### src/rtl/uart_pkg.sv
// Shared UART types: parity modes, TX/RX state encodings, parity helper.
// Imported by the UART core and its receive engine.
package uart_pkg;

  localparam int MAX_BITS = 16;

  localparam logic [1:0] PAR_NONE = 2'd0;
  localparam logic [1:0] PAR_EVEN = 2'd1;
  localparam logic [1:0] PAR_ODD  = 2'd2;

  typedef enum logic [2:0] {
    TX_IDLE,
    TX_START,
    TX_DATA,
    TX_PARITY,
    TX_STOP
  } tx_state_t;

  typedef enum logic [2:0] {
    RX_IDLE,
    RX_START,
    RX_DATA,
    RX_PARITY,
    RX_STOP,
    RX_WAIT_IDLE
  } rx_state_t;

  // Zero-extended data leaves the XOR unchanged, so one width serves all.
  function automatic logic parity_bit(
    input logic [MAX_BITS-1:0] data,
    input logic [1:0]          mode
  );
    return (mode == PAR_ODD) ? ~(^data) : ^data;
  endfunction

endpackage

### src/rtl/uart_rx_engine.sv
// UART receiver: 2-flop synchroniser, mid-bit sampling FSM and
// the host-visible valid/error/overrun flags.
module uart_rx_engine
  import uart_pkg::*;
#(
  parameter int CLKS_PER_BIT = 16,
  parameter int DATA_BITS    = 8,
  parameter int PARITY       = 0,
  parameter int STOP_BITS    = 1
) (
  input  logic                 clock,
  input  logic                 reset,
  input  logic                 rx,
  input  logic                 rx_clr,
  output logic                 rx_valid,
  output logic [DATA_BITS-1:0] rx_data,
  output logic                 rx_parity_err,
  output logic                 rx_frame_err,
  output logic                 rx_overrun
);

  localparam int CW = $clog2(CLKS_PER_BIT);
  localparam int BW = $clog2(DATA_BITS + 1);
  localparam logic [CW-1:0] BIT_LAST  = CW'(CLKS_PER_BIT - 1);
  localparam logic [CW-1:0] HALF_LAST = CW'(CLKS_PER_BIT / 2 - 1);
  localparam logic [BW-1:0] DATA_LAST = BW'(DATA_BITS - 1);
  localparam logic [BW-1:0] STOP_LAST = BW'(STOP_BITS - 1);
  localparam logic [1:0]    PMODE     = PARITY[1:0];

  logic                 rx_meta;
  logic                 rx_sync;
  rx_state_t            state;
  logic [CW-1:0]        cnt;
  logic [BW-1:0]        idx;
  logic [DATA_BITS-1:0] shreg;
  logic                 par_pend;
  logic                 frm_pend;
  logic                 done;
  logic                 tick;

  assign tick = (cnt == BIT_LAST);

  always_ff @(posedge clock or posedge reset) begin
    if (reset) begin
      rx_meta <= 1'b1;
      rx_sync <= 1'b1;
    end else begin
      rx_meta <= rx;
      rx_sync <= rx_meta;
    end
  end

  always_ff @(posedge clock or posedge reset) begin
    if (reset) begin
      state    <= RX_IDLE;
      cnt      <= '0;
      idx      <= '0;
      shreg    <= '0;
      par_pend <= 1'b0;
      frm_pend <= 1'b0;
      done     <= 1'b0;
    end else begin
      done <= 1'b0;
      unique case (state)
        RX_IDLE: begin
          if (!rx_sync) begin
            state    <= RX_START;
            cnt      <= '0;
            par_pend <= 1'b0;
            frm_pend <= 1'b0;
          end
        end
        RX_START: begin
          cnt <= cnt + 1'b1;
          if (cnt == HALF_LAST) begin
            cnt   <= '0;
            idx   <= '0;
            state <= rx_sync ? RX_IDLE : RX_DATA;
          end
        end
        RX_DATA: begin
          cnt <= tick ? '0 : cnt + 1'b1;
          if (tick) begin
            shreg <= {rx_sync, shreg[DATA_BITS-1:1]};
            if (idx == DATA_LAST) begin
              idx   <= '0;
              state <= (PMODE != PAR_NONE) ? RX_PARITY : RX_STOP;
            end else begin
              idx <= idx + 1'b1;
            end
          end
        end
        RX_PARITY: begin
          cnt <= tick ? '0 : cnt + 1'b1;
          if (tick) begin
            par_pend <= rx_sync ^ parity_bit(MAX_BITS'(shreg), PMODE);
            idx      <= '0;
            state    <= RX_STOP;
          end
        end
        RX_STOP: begin
          cnt <= tick ? '0 : cnt + 1'b1;
          if (tick) begin
            if (!rx_sync) frm_pend <= 1'b1;
            if (idx == STOP_LAST) begin
              done  <= 1'b1;
              idx   <= '0;
              // A low stop level may be a break; wait for idle first.
              state <= (frm_pend || !rx_sync) ? RX_WAIT_IDLE : RX_IDLE;
            end else begin
              idx <= idx + 1'b1;
            end
          end
        end
        RX_WAIT_IDLE: begin
          if (rx_sync) state <= RX_IDLE;
        end
        default: state <= RX_IDLE;
      endcase
    end
  end

  always_ff @(posedge clock or posedge reset) begin
    if (reset) begin
      rx_valid      <= 1'b0;
      rx_data       <= '0;
      rx_parity_err <= 1'b0;
      rx_frame_err  <= 1'b0;
      rx_overrun    <= 1'b0;
    end else if (done) begin
      if (!rx_valid || rx_clr) begin
        rx_valid      <= 1'b1;
        rx_data       <= shreg;
        rx_parity_err <= par_pend;
        rx_frame_err  <= frm_pend;
        if (rx_clr) rx_overrun <= 1'b0;
      end else begin
        rx_overrun <= 1'b1;
      end
    end else if (rx_clr) begin
      rx_valid      <= 1'b0;
      rx_parity_err <= 1'b0;
      rx_frame_err  <= 1'b0;
      rx_overrun    <= 1'b0;
    end
  end

endmodule

### src/rtl/uart_core_param.sv
// Parametrised full-duplex UART: inline TX FSM with valid/ready
// handshake plus the uart_rx_engine receiver.
module uart_core_param
  import uart_pkg::*;
#(
  parameter int CLKS_PER_BIT = 16,
  parameter int DATA_BITS    = 8,
  parameter int PARITY       = 0,
  parameter int STOP_BITS    = 1
) (
  input  logic                 clock,
  input  logic                 reset,
  input  logic                 tx_valid,
  output logic                 tx_ready,
  input  logic [DATA_BITS-1:0] tx_data,
  output logic                 tx,
  output logic                 tx_busy,
  input  logic                 rx,
  output logic                 rx_valid,
  output logic [DATA_BITS-1:0] rx_data,
  input  logic                 rx_clr,
  output logic                 rx_parity_err,
  output logic                 rx_frame_err,
  output logic                 rx_overrun
);

  if (CLKS_PER_BIT < 4) begin : g_bad_cpb
    $error("CLKS_PER_BIT must be at least 4");
  end
  if (DATA_BITS < 5 || DATA_BITS > 9) begin : g_bad_width
    $error("DATA_BITS must be within 5..9");
  end
  if (PARITY < 0 || PARITY > 2) begin : g_bad_parity
    $error("PARITY must be 0, 1 or 2");
  end
  if (STOP_BITS < 1 || STOP_BITS > 2) begin : g_bad_stop
    $error("STOP_BITS must be 1 or 2");
  end

  localparam int CW = $clog2(CLKS_PER_BIT);
  localparam int BW = $clog2(DATA_BITS + 1);
  localparam logic [CW-1:0] BIT_LAST  = CW'(CLKS_PER_BIT - 1);
  localparam logic [BW-1:0] DATA_LAST = BW'(DATA_BITS - 1);
  localparam logic [BW-1:0] STOP_LAST = BW'(STOP_BITS - 1);
  localparam logic [1:0]    PMODE     = PARITY[1:0];

  tx_state_t            state;
  logic [CW-1:0]        cnt;
  logic [BW-1:0]        idx;
  logic [DATA_BITS-1:0] shreg;
  logic                 par;
  logic                 tick;

  assign tick    = (cnt == BIT_LAST);
  assign tx_busy = ~tx_ready;

  always_ff @(posedge clock or posedge reset) begin
    if (reset) begin
      state    <= TX_IDLE;
      cnt      <= '0;
      idx      <= '0;
      shreg    <= '0;
      par      <= 1'b0;
      tx       <= 1'b1;
      tx_ready <= 1'b1;
    end else begin
      unique case (state)
        TX_IDLE: begin
          if (tx_valid) begin
            shreg    <= tx_data;
            par      <= parity_bit(MAX_BITS'(tx_data), PMODE);
            tx       <= 1'b0;
            tx_ready <= 1'b0;
            cnt      <= '0;
            state    <= TX_START;
          end
        end
        TX_START: begin
          cnt <= tick ? '0 : cnt + 1'b1;
          if (tick) begin
            tx    <= shreg[0];
            idx   <= '0;
            state <= TX_DATA;
          end
        end
        TX_DATA: begin
          cnt <= tick ? '0 : cnt + 1'b1;
          if (tick) begin
            if (idx == DATA_LAST) begin
              idx <= '0;
              if (PMODE != PAR_NONE) begin
                tx    <= par;
                state <= TX_PARITY;
              end else begin
                tx    <= 1'b1;
                state <= TX_STOP;
              end
            end else begin
              idx   <= idx + 1'b1;
              shreg <= shreg >> 1;
              tx    <= shreg[1];
            end
          end
        end
        TX_PARITY: begin
          cnt <= tick ? '0 : cnt + 1'b1;
          if (tick) begin
            tx    <= 1'b1;
            idx   <= '0;
            state <= TX_STOP;
          end
        end
        TX_STOP: begin
          cnt <= tick ? '0 : cnt + 1'b1;
          if (tick) begin
            if (idx == STOP_LAST) begin
              tx_ready <= 1'b1;
              state    <= TX_IDLE;
            end else begin
              idx <= idx + 1'b1;
            end
          end
        end
        default: state <= TX_IDLE;
      endcase
    end
  end

  uart_rx_engine #(
    .CLKS_PER_BIT(CLKS_PER_BIT),
    .DATA_BITS   (DATA_BITS),
    .PARITY      (PARITY),
    .STOP_BITS   (STOP_BITS)
  ) u_rx (
    .clock        (clock),
    .reset        (reset),
    .rx           (rx),
    .rx_clr       (rx_clr),
    .rx_valid     (rx_valid),
    .rx_data      (rx_data),
    .rx_parity_err(rx_parity_err),
    .rx_frame_err (rx_frame_err),
    .rx_overrun   (rx_overrun)
  );

endmodule

### config.mk
export PLATFORM = sky130hd
export DESIGN_NAME = uart_core_param
export DESIGN_NICKNAME = d
export VERILOG_FILES = /design/src/rtl/uart_pkg.sv /design/src/rtl/uart_rx_engine.sv /design/src/rtl/uart_core_param.sv
export SDC_FILE = /design/constraint.sdc
export NUM_CORES = 1
export LEC_CHECK = 0
export CORE_UTILIZATION = 30
export CTS_CLUSTER_DIAMETER = 100
export DETAILED_ROUTE_END_ITERATION = 8
export PLACE_DENSITY = 0.58
export REMOVE_ABC_BUFFERS = 1
export SLEW_MARGIN = 20
export SYNTH_ARGS = -nofsm -noshare
export SYNTH_HDL_FRONTEND = slang
export SYNTH_HIERARCHICAL = 1
export SYNTH_SLANG_ARGS = --single-unit
### constraint.sdc
create_clock -name clock -period 3.4 [get_ports clock]
set_input_delay 0.85 -clock clock [delete_from_list [all_inputs] [get_ports clock]]
set_output_delay 0.85 -clock clock [all_outputs]
set_load 0.05 [all_outputs]
# --- Word level (Yosys, flattened, before mapping) ---
# Index checks and enable logic that the tools add are counted.
word_totals:
  reg_bits: 57
  out_inout_bits: 15
classes:
  reduce_logical: 36
  eq_ne: 34
  add_sub_neg: 4
  bitwise_logic: 2
  mux: 71
op_table:
  columns: ["cell", "n"]
  rows:
  - ["2-to-1 mux 4 bit", 16]
  - ["2-to-1 mux 3 bit", 16]
  - ["2-to-1 mux 1 bit", 24]
  - ["2-to-1 mux 8 bit", 3]
  - ["inequality test 2 bit (second input constant)", 12]
  - ["one-hot mux 4 bit (3 select lines)", 2]
  - ["one-hot mux 3 bit (6 select lines)", 1]
  - ["adder 4 x 1 -> 4 bit (second input constant)", 4]
  - ["inequality test 2 x 1 -> 1 bit (second input constant)", 8]
  - ["one-hot mux 4 bit (4 select lines)", 1]
  - ["one-hot mux 8 bit (2 select lines)", 1]
  - ["parity 16 bit", 1]
  - ["one-hot mux 3 bit (5 select lines)", 1]
  - ["AND reduction 5 bit", 3]
  - ["equality test 3 x 2 -> 1 bit (second input constant)", 4]
  - ["equality test 4 x 3 -> 1 bit (second input constant)", 3]
  - ["AND reduction 4 bit", 3]
  - ["nonzero test 2 bit", 6]
  - ["AND reduction 2 bit", 5]
  - ["equality test 3 bit (second input constant)", 3]
  - ["equality test 4 bit (second input constant)", 2]
  - ["logical NOT 4 bit", 2]
  - ["one-hot mux 4 bit (2 select lines)", 1]
  - ["AND reduction 8 bit", 1]
  - ["16 further kinds", 24]

# --- Logic depth before layout (Yosys ltp) ---
# Gate-level depths: netlist of the first run.
depth:
  word_depth: 6
  mapped_depth: 7

# --- Cells and area by module ---
# Netlist of the first run, hierarchy kept.
by_module_without_submodules:
  columns: ["module", "instances", "cells_each", "seq_area_each_um2", "area_each_um2"]
  rows:
  - ["uart_rx_engine", 1, 164, 903.4, 1756.7]
  - ["uart_core_param", 1, 121, 528.0, 1168.6]

# --- Worst setup path after synthesis of the first run ---
# OpenSTA, ideal clock, no wires.
synth_path:
  path_type: "in2reg"
  start: "input port tx_valid"
  end: "register shreg[0] (netlist name)"
  path_stages: 4
  setup_ns: 0.079
  arrival_time_ns: 1.857
  setup_slack_ns: 1.463
  cell_sequence: "nor2_1 a2111oi_4 a21boi_4 a2bb2oi_1"
synth_rtl:
  columns: ["element", "line", "text"]
  rows:
  - ["start: declaration", "uart_core_param.sv:13", "input logic tx_valid,"]

# --- Final worst setup path of the first run ---
layout_path:
  start: "register tx_ready"
  end: "output port tx_ready"
layout_rtl:
  columns: ["element", "line", "text"]
  rows:
  - ["start: declaration", "uart_core_param.sv:14", "output logic tx_ready,"]
  - ["start signal: assignment", "uart_core_param.sv:65", "tx_ready <= 1'b1;"]
  - ["start signal: assignment", "uart_core_param.sv:73", "tx_ready <= 1'b0;"]
  - ["start signal: assignment", "uart_core_param.sv:117", "tx_ready <= 1'b1;"]
# No word-level cell between the ends.

==> results.json, run 1 <==
{
  "cp-start-kind": "register",
  "final_cell_mix": "53 x dfrtp_1, 29 x nand2_1, 27 x clkdlybuf4s50_1",
  "grt_overflow": 0,
  "critPathBufInv": 1,
  "drt_iter0_markers": 182,
  "peakVddDrop_mv": 0.235,
  "clock-sinks": 57,
  "grt_max_degree": 37,
  "rr_worst_depth": 7,
  "total_power_mw": 1.83,
  "syn_to_final_growth_pct": 21.6,
  "synth_warnings": 6,
  "die_height_um": 101,
  "setup_tns_ns": 0,
  "ctsResizeCount": 0,
  "seq_area_frac_synth": 0.489,
  "path_max_fanout": 4,
  "cp_slowest_cell": "clkdlybuf4s50_1",
  "h-tree-depth": 3,
  "die_w_um": 101,
  "min_path_type": "register to register",
  "min_period_ns": 2.55,
  "holdPathStages": 0,
  "path_depth": 1,
  "wl_per_cell_um": 13.2,
  "max_stage_delay_ns": 0.80,
  "end_kind": "output port",
  "worst_pin_slew_ns": 0.843,
  "clock_latency_ns": 0.34,
  "post_drt_via_cell_ratio": 5.04,
  "rows": 35,
  "start_util": 0.314,
  "grt_usage": 0.128,
  "fmax_ghz": 0.393,
  "met2_usage": 0.172,
  "fillCellCount": 919,
  "core_um2": 9330,
  "drv_slew": 0,
  "root_buffer": "clkbuf_8",
  "path_cells": "clkdlybuf4s50_1",
  "nets": 334,
  "cts_made_buffers": 9,
  "vias": 2263,
  "io_buffers": 27,
  "power_density_nw_per_um2": 514,
  "critical_path_class": "register to output port",
  "grt_use_met3": 0.0347,
  "synth_cells": 285,
  "maxCapViolCount": 0,
  "crit_arrival_ns": 1.70,
  "antenna_found_initial": 0,
  "hpwl_um": 4210,
  "final_common_cell": "dfrtp_1",
  "postCtsHoldBufs": 0,
  "ant_nets": 0,
  "post_cts_buffers": 0,
  "synth_edf_count": 0,
  "wl_um": 5940,
  "finClkSkew_ns": 0.0108,
  "globalplace.congestion": 0.808,
  "diodes": 0,
  "synthFlopType": "dfrtp_1",
  "p_leak_nw": 1.50,
  "num_io_pins": 28,
  "syn_avg_cell_area_um2": 10.3,
  "slew_headroom": 0.437,
  "yosysUniqueCellTypes": 53,
  "finalHoldViolations": 0,
  "status": "finished clean",
  "busiest_layer": "met1",
  "synthesis.area_um2": 2930,
  "setup_viol": 0,
  "dieArea_um2": 10100,
  "cts_tree": "yes",
  "cts.path.max_buffers": 2,
  "first_global_vias": 2128,
  "drt-pass1-iter-count": 4,
  "async_flop_share": 1.00,
  "rsz0062_at_grt": "no",
  "cp_data_required_time_ns": 2.55,
  "grt_pass1_wl_um": 10200,
  "drc": 0,
  "crit_family": "buffers and inverters",
  "ys_seq_elements": 57,
  "clk_pin_slew_ns": 0.08,
  "final.period_utilization": 0.749,
  "met1_usage": 0.188,
  "drive_gt1_frac": 0.147
}
registers in the layout (all words and copies together) (netlist names), 3 cells and up:
name,flops
u_rx/state,3
u_rx/idx,4
state,3
shreg,8
u_rx/shreg,8
u_rx/cnt,4
cnt,4
idx,4
u_rx/rx_data,8
cell type report:
type / count / area (um^2) / area share
inverters: 17 / 63.8 / 0.0179
well taps: 129 / 161 / 0.0454
clock buffers: 9 / 124 / 0.0348
multi-input cells: 201 / 1390 / 0.390
clock inverters: 7 / 103 / 0.0289
flip-flops and latches: 57 / 1430 / 0.403
repair buffers: 29 / 285 / 0.0802
Yosys cell counts, types with 2 or more instances:
| library cell | count | share of area |
|---|---|---|
| a211oi_1 | 2 | 0.0051 |
| a21oi_1 | 19 | 0.033 |
| a22o_1 | 2 | 0.0060 |
| a2bb2oi_1 | 7 | 0.021 |
| a32o_1 | 3 | 0.010 |
| a32oi_1 | 2 | 0.0060 |
| and3_1 | 3 | 0.0064 |
| buf_2 | 4 | 0.0068 |
| clkbuf_1 | 6 | 0.0077 |
| dfrtp_1 | 53 | 0.45 |
| dfstp_2 | 4 | 0.036 |
| ha_1 | 6 | 0.026 |
| inv_1 | 17 | 0.022 |
| mux2_2 | 15 | 0.058 |
| mux2i_1 | 4 | 0.014 |
| nand2_1 | 29 | 0.037 |
| nand2b_1 | 4 | 0.0086 |
| nand3_1 | 11 | 0.019 |
| nand3b_1 | 2 | 0.0051 |
| nor2_1 | 16 | 0.021 |
| nor3_1 | 4 | 0.0068 |
| nor3b_2 | 2 | 0.0086 |
| o211ai_1 | 4 | 0.010 |
| o21ai_0 | 18 | 0.031 |
| o21ai_1 | 2 | 0.0034 |
| o22ai_1 | 9 | 0.019 |
| o32ai_1 | 2 | 0.0060 |
| or2_2 | 2 | 0.0043 |
| or3_1 | 2 | 0.0043 |
| xnor2_1 | 7 | 0.021 |
| xor2_1 | 2 | 0.0060 |
per-stage QoR:
step	cells	worst slack, ns	utilization	hold WS (ns)	instance area, um^2
detailed placement	433	0.774	0.357	0.348	3330
CTS	449	0.832	0.381	0.370	3560
finish	449	0.854	0.381	0.368	3560
global route	449	0.806	0.381	0.369	3560
global placement	433	0.823	0.357	0.346	3330
floorplan	275	1.46	-	0.345	2880
power by group:
part / leakage (nW) / switching, mW / total (mW) / internal (mW)
clock network: 0.110 / 0.302 / 0.721 / 0.418
registers: 0.746 / 0.0738 / 0.794 / 0.720
logic: 0.647 / 0.185 / 0.312 / 0.127
total: 1.50 / 0.561 / 1.83 / 1.27
worst paths after layout:
path	startpoint	end	slack, ns
worst max register to register	u_rx/idx[1]	u_rx/state[2]	1.30
worst min register to register	u_rx/rx_meta	u_rx/rx_sync	0.37
min in group asynchronous	reset	u_rx/rx_data[6]	0.94
worst min-delay path	u_rx/rx_meta	u_rx/rx_sync	0.37
worst max-delay path	tx_ready	tx_ready	0.85
max in group asynchronous	reset	shreg[6]	1.86
kinds of logic (layout without fill, tap and decap cells):
logic type,Yosys count,in the layout,share of synthesized area
and+or+nand+nor,86,86,0.153
AOI/OAI and AO/OA,81,81,0.197
DFF,57,57,0.489
buffers and inverters,27,62,0.0364
muxes,19,19,0.0714
xor gates and xnor gates,9,9,0.0269
adders and majority gates,6,6,0.0257
layer usage:
metal	share of wire	routed length, um	vias up
li1	-	-	1100
met1	0.51	3060	1094
met2	0.42	2470	58
met3	0.047	279	11
met4	0.023	134	0
met5	0	0	-
Power figures use the tool's default switching activity.
==> run 2, diff against run 1 <==
clock period = 2.6 ns   (was 3.4 ns; I/O delays follow)
==> run 2 against run 1 <==
- worst hold slack worse by 0.011 ns
- register-to-register slack worse by 0.83 ns
- critical path depth unchanged
- count of clock-buffer cells in the layout unchanged
- total power up 30%
- sequential share of layout area down 0.25 points
- global-route usage up 0.37 points
- wire length up 2.4%
- final area up 0.63%
- first-iteration DRC count down 16%
- final cell count up 0.89%
- via count about the same
- critical path type unchanged
==> results.json, run 2 (same netlist as run 1, synthesis figures left out) <==
{
  "start_util": 0.314,
  "p_leak_nw": 1.51,
  "postCtsHoldBufs": 0,
  "clock_power_share": 0.385,
  "max_stage_delay_ns": 0.80,
  "hold_end": "u_rx/rx_sync",
  "peakVddDrop_mv": 0.233,
  "crit_arrival_ns": 1.70,
  "critPathBufInv": 1,
  "r2r_slack_ns": 0.47,
  "finalHoldViolations": 0,
  "holdWs_ns": 0.357,
  "grt_pass1_wl_um": 10400,
  "cts_made_buffers": 9,
  "cp-start-kind": "register",
  "die_height_um": 101,
  "fmax_ghz": 0.426,
  "rr_worst_depth": 7,
  "drt_iter0_markers": 152,
  "vias": 2261,
  "post_cts_buffers": 0,
  "path_cells": "clkdlybuf4s50_1",
  "p_switching_mw": 0.724,
  "finClkSkew_ns": 0.00871,
  "drt-pass1-iter-count": 4,
  "syn_to_final_growth_pct": 22.3,
  "hpwl_um": 4250,
  "setup_tns_ns": 0,
  "final.period_utilization": 0.902,
  "crit-reg2reg-capture": "u_rx/state[2]",
  "end_kind": "output port",
  "grt_overflow": 0,
  "status": "finished clean",
  "clk_pin_slew_ns": 0.07,
  "ant_nets": 0,
  "cts_tree": "yes",
  "cp_slowest_cell": "clkdlybuf4s50_1",
  "path_max_fanout": 4,
  "cts.path.max_buffers": 2,
  "dieArea_um2": 10100,
  "drv_slew": 0,
  "nets": 338,
  "clock_latency_ns": 0.34,
  "maxCapViolCount": 0,
  "final_cell_mix": "53 x dfrtp_1, 29 x nand2_1, 27 x clkdlybuf4s50_1",
  "top_regs": "shreg x8, u_rx/rx_data x8, u_rx/shreg x8",
  "first_global_vias": 2160,
  "critical_path_class": "register to output port",
  "holdPathStages": 0,
  "die_w_um": 101,
  "power_density_nw_per_um2": 665,
  "rsz0062_at_grt": "no",
  "num_io_pins": 28,
  "worst_pin_slew_ns": 0.531,
  "drc": 0,
  "power_frac_comb": 0.178,
  "globalplace.congestion": 0.782,
  "setup_viol": 0,
  "drive_gt1_frac": 0.157,
  "hold_start": "u_rx/rx_meta",
  "core_um2": 9330,
  "antenna_found_initial": 0,
  "p_seq_frac": 0.437,
  "p_int_mw": 1.66,
  "slew_headroom": 0.645,
  "switching_share": 0.304,
  "diodes": 0,
  "io_buffers": 27,
  "rows": 35,
  "ctsResizeCount": 0,
  "wl_per_cell_um": 13.4,
  "min_period_ns": 2.35,
  "final_common_cell": "dfrtp_1",
  "cp_data_required_time_ns": 1.95,
  "grt_usage": 0.132,
  "post_drt_via_cell_ratio": 4.99,
  "rr_startpoint": "u_rx/idx[0]",
  "min_path_type": "register to register",
  "crit_family": "buffers and inverters",
  "clock-sinks": 57,
  "root_buffer": "clkbuf_8",
  "h-tree-depth": 3,
  "wl_um": 6080,
  "grt_max_degree": 37
}
==> run 2: area by class of cell <==
cell class	count	area [um^2]
fillers	924	5750
multi-input cells	201	1390
inverters	17	63.8
clock buffers	9	124
flip-flops and latches	57	1430
clock inverters	7	95.1
well taps	129	161
repair buffers	33	315
==> run 2: through the flow <==
stage	instances	utilization	setup WS, ns	cell area [um^2]	power, mW
floorplan	275	-	0.722	2880	1.34
global placement	437	0.360	0.339	3360	1.47
detailed placement	437	0.360	0.287	3360	1.48
CTS	453	0.384	0.225	3580	2.41
global route	453	0.384	0.200	3580	2.51
finish	453	0.384	0.255	3580	2.38
==> run 2: worst max path at each step <==
stage	from	end	slack [ns]	depth (start not counted)
6_report	tx_ready	tx_ready	0.25	1
5_1_grt	tx_ready	tx_ready	0.20	1
4_1_cts	tx_ready	tx_ready	0.22	1
3_5_place_dp	tx_valid	shreg[5]	0.29	5
3_3_place_gp	tx_valid	shreg[6]	0.34	5
2_1_floorplan	idx[0]	shreg[0]	0.72	5
==> run 2: routing by layer <==
layer  vias to the layer above  routed length [um]  share of wire  track usage
met2                        47                2540           0.42        0.180
met4                         0                 146          0.024       0.0624
met1                      1097                3120           0.51        0.191
met5                         -                   0              0            0
li1                       1103                   -              -            -
met3                        14                 265          0.044       0.0368
==> run 2: power by group through the flow <==
| stage | clock [mW] | combinational (mW) | sequential [mW] |
|---|---|---|---|
| 2_1_floorplan | 0 | 0.312 | 1.03 |
| 3_3_place_gp | 0 | 0.415 | 1.05 |
| 3_5_place_dp | 0 | 0.424 | 1.05 |
| 4_1_cts | 0.945 | 0.426 | 1.04 |
| 5_1_grt | 0.980 | 0.477 | 1.05 |
| 6_report | 0.917 | 0.424 | 1.04 |
==> run 3, diff against run 2 <==
==> constraint.sdc (replaced) <==
create_clock -name clock -period 2.6 [get_ports clock]
set_input_delay 0.78 -clock clock [delete_from_list [all_inputs] [get_ports clock]]
set_output_delay 0.78 -clock clock [all_outputs]
set_load 0.05 [all_outputs]
==> run 3 against run 2 <==
- via count rose by 0.53%
- combinational power barely moved
- wire length barely moved
- highest routed layer unchanged
- clock power rose by 13%
- sequential share of layout area fell by 0.37 points
- non-clock buffer count did not move
- die area did not move
==> results.json, run 3 (same netlist as run 1, synthesis figures left out) <==
{
  "status": "finished clean",
  "cts.path.max_buffers": 2,
  "setup_tns_ns": 0,
  "path_cells": "clkdlybuf4s50_1",
  "cp-start-kind": "register",
  "rr_startpoint": "u_rx/idx[1]",
  "setup_viol": 0,
  "path_max_fanout": 4,
  "rows": 35,
  "rsz0062_at_grt": "no",
  "drt-pass1-iter-count": 4,
  "grt_usage": 0.135,
  "clock_latency_ns": 0.34,
  "power_density_nw_per_um2": 694,
  "clock-sinks": 57,
  "wl_per_cell_um": 13.4,
  "max_stage_delay_ns": 0.80,
  "cts_tree": "yes",
  "r2r_slack_ns": 0.49,
  "final_cell_mix": "53 x dfrtp_1, 29 x nand2_1, 27 x clkdlybuf4s50_1",
  "drc": 0,
  "rr_worst_depth": 7,
  "die_w_um": 101,
  "peakVddDrop_mv": 0.321,
  "first_global_vias": 2182,
  "path_depth": 1,
  "drive_gt1_frac": 0.157,
  "antenna_found_initial": 0,
  "io_buffers": 27,
  "cts_made_buffers": 9,
  "drt_iter0_markers": 168,
  "nets": 338,
  "start_util": 0.314,
  "worst_pin_slew_ns": 0.554,
  "top_regs": "shreg x8, u_rx/rx_data x8, u_rx/shreg x8",
  "cp_slowest_cell": "clkdlybuf4s50_1",
  "clk_pin_slew_ns": 0.07,
  "root_buffer": "clkbuf_8",
  "num_io_pins": 28,
  "vias": 2273,
  "grt_overflow": 0,
  "diodes": 0,
  "ant_nets": 0,
  "grt_max_degree": 37,
  "finClkSkew_ns": 0.0112,
  "ctsResizeCount": 0,
  "drv_slew": 0,
  "grt_pass1_wl_um": 10700,
  "globalplace.congestion": 0.824,
  "critPathLaunch": "tx_ready",
  "min_period_ns": 2.47,
  "end_kind": "output port",
  "total_power_mw": 2.51,
  "fillCellCount": 916,
  "core_um2": 9330,
  "critical_path_class": "register to output port",
  "critPathBufInv": 1,
  "cp_data_required_time_ns": 1.82,
  "post_drt_via_cell_ratio": 5.02,
  "cp-endpoint": "tx_ready",
  "crit_arrival_ns": 1.69,
  "hpwl_um": 4130,
  "maxCapViolCount": 0,
  "finalHoldViolations": 0,
  "fmax_ghz": 0.405,
  "wl_um": 6080,
  "final.period_utilization": 0.951,
  "syn_to_final_growth_pct": 23.5,
  "crit-reg2reg-capture": "u_rx/state[2]",
  "crit_family": "buffers and inverters",
  "h-tree-depth": 3,
  "min_path_type": "register to register",
  "die_height_um": 101,
  "slew_headroom": 0.630,
  "final_common_cell": "dfrtp_1",
  "postCtsHoldBufs": 0,
  "post_cts_buffers": 0,
  "dieArea_um2": 10100,
  "p_leak_nw": 1.53
}
-- run 3: how the worst min path moves through the flow --
stage / slack, ns / end / cells after the start / from
after floorplan: 0.35 / u_rx/rx_sync / 0 / u_rx/rx_meta
after global routing: 0.36 / u_rx/rx_sync / 0 / u_rx/rx_meta
final: 0.36 / u_rx/rx_sync / 0 / u_rx/rx_meta
after detailed placement: 0.35 / u_rx/rx_sync / 0 / u_rx/rx_meta
after CTS: 0.36 / u_rx/rx_sync / 0 / u_rx/rx_meta
after global placement: 0.35 / u_rx/rx_sync / 0 / u_rx/rx_meta
-- run 3: stage by stage --
stage,setup slack [ns],util,area [um^2],hold WS [ns],std cells
2_1_floorplan,0.722,-,2880,0.345,275
3_3_place_gp,0.328,0.360,3360,0.347,437
3_5_place_dp,0.289,0.360,3360,0.348,437
4_1_cts,0.105,0.387,3610,0.358,453
5_1_grt,0.0798,0.387,3610,0.365,453
6_report,0.128,0.387,3610,0.357,453
-- run 3: power by group --
| part | total [mW] | switching (mW) | leakage, nW | internal (mW) |
|---|---|---|---|---|
| registers | 1.04 | 0.101 | 0.746 | 0.942 |
| logic | 0.422 | 0.243 | 0.665 | 0.179 |
| clock network | 1.04 | 0.375 | 0.123 | 0.666 |
-- run 3: area by class of cell --
type	count	area (um^2)	area share
multi-input cells	201	1390	0.384
well taps	129	161	0.0447
clock buffers	10	138	0.0381
clock inverters	6	115	0.0319
repair buffers	33	315	0.0873
flip-flops and latches	57	1430	0.396
inverters	17	63.8	0.0177
-- run 3: metal layers --
metal | vias up | track usage | part of all wire
li1 | 1104 | - | -
met1 | 1116 | 0.201 | 0.52
met2 | 45 | 0.182 | 0.43
met3 | 8 | 0.0229 | 0.032
met4 | 0 | 0.0725 | 0.020
met5 | - | 0 | 0
-- run 3: worst reg2reg max path, delay by kind of cell, from the launching register on --
kind                       cells  cell delay, ns
AOI/OAI and AO/OA              3            0.70
adders and majority gates      1            0.12
buffers and inverters          1            0.08
DFF                            1            0.43
and+or+nand+nor                2            0.67
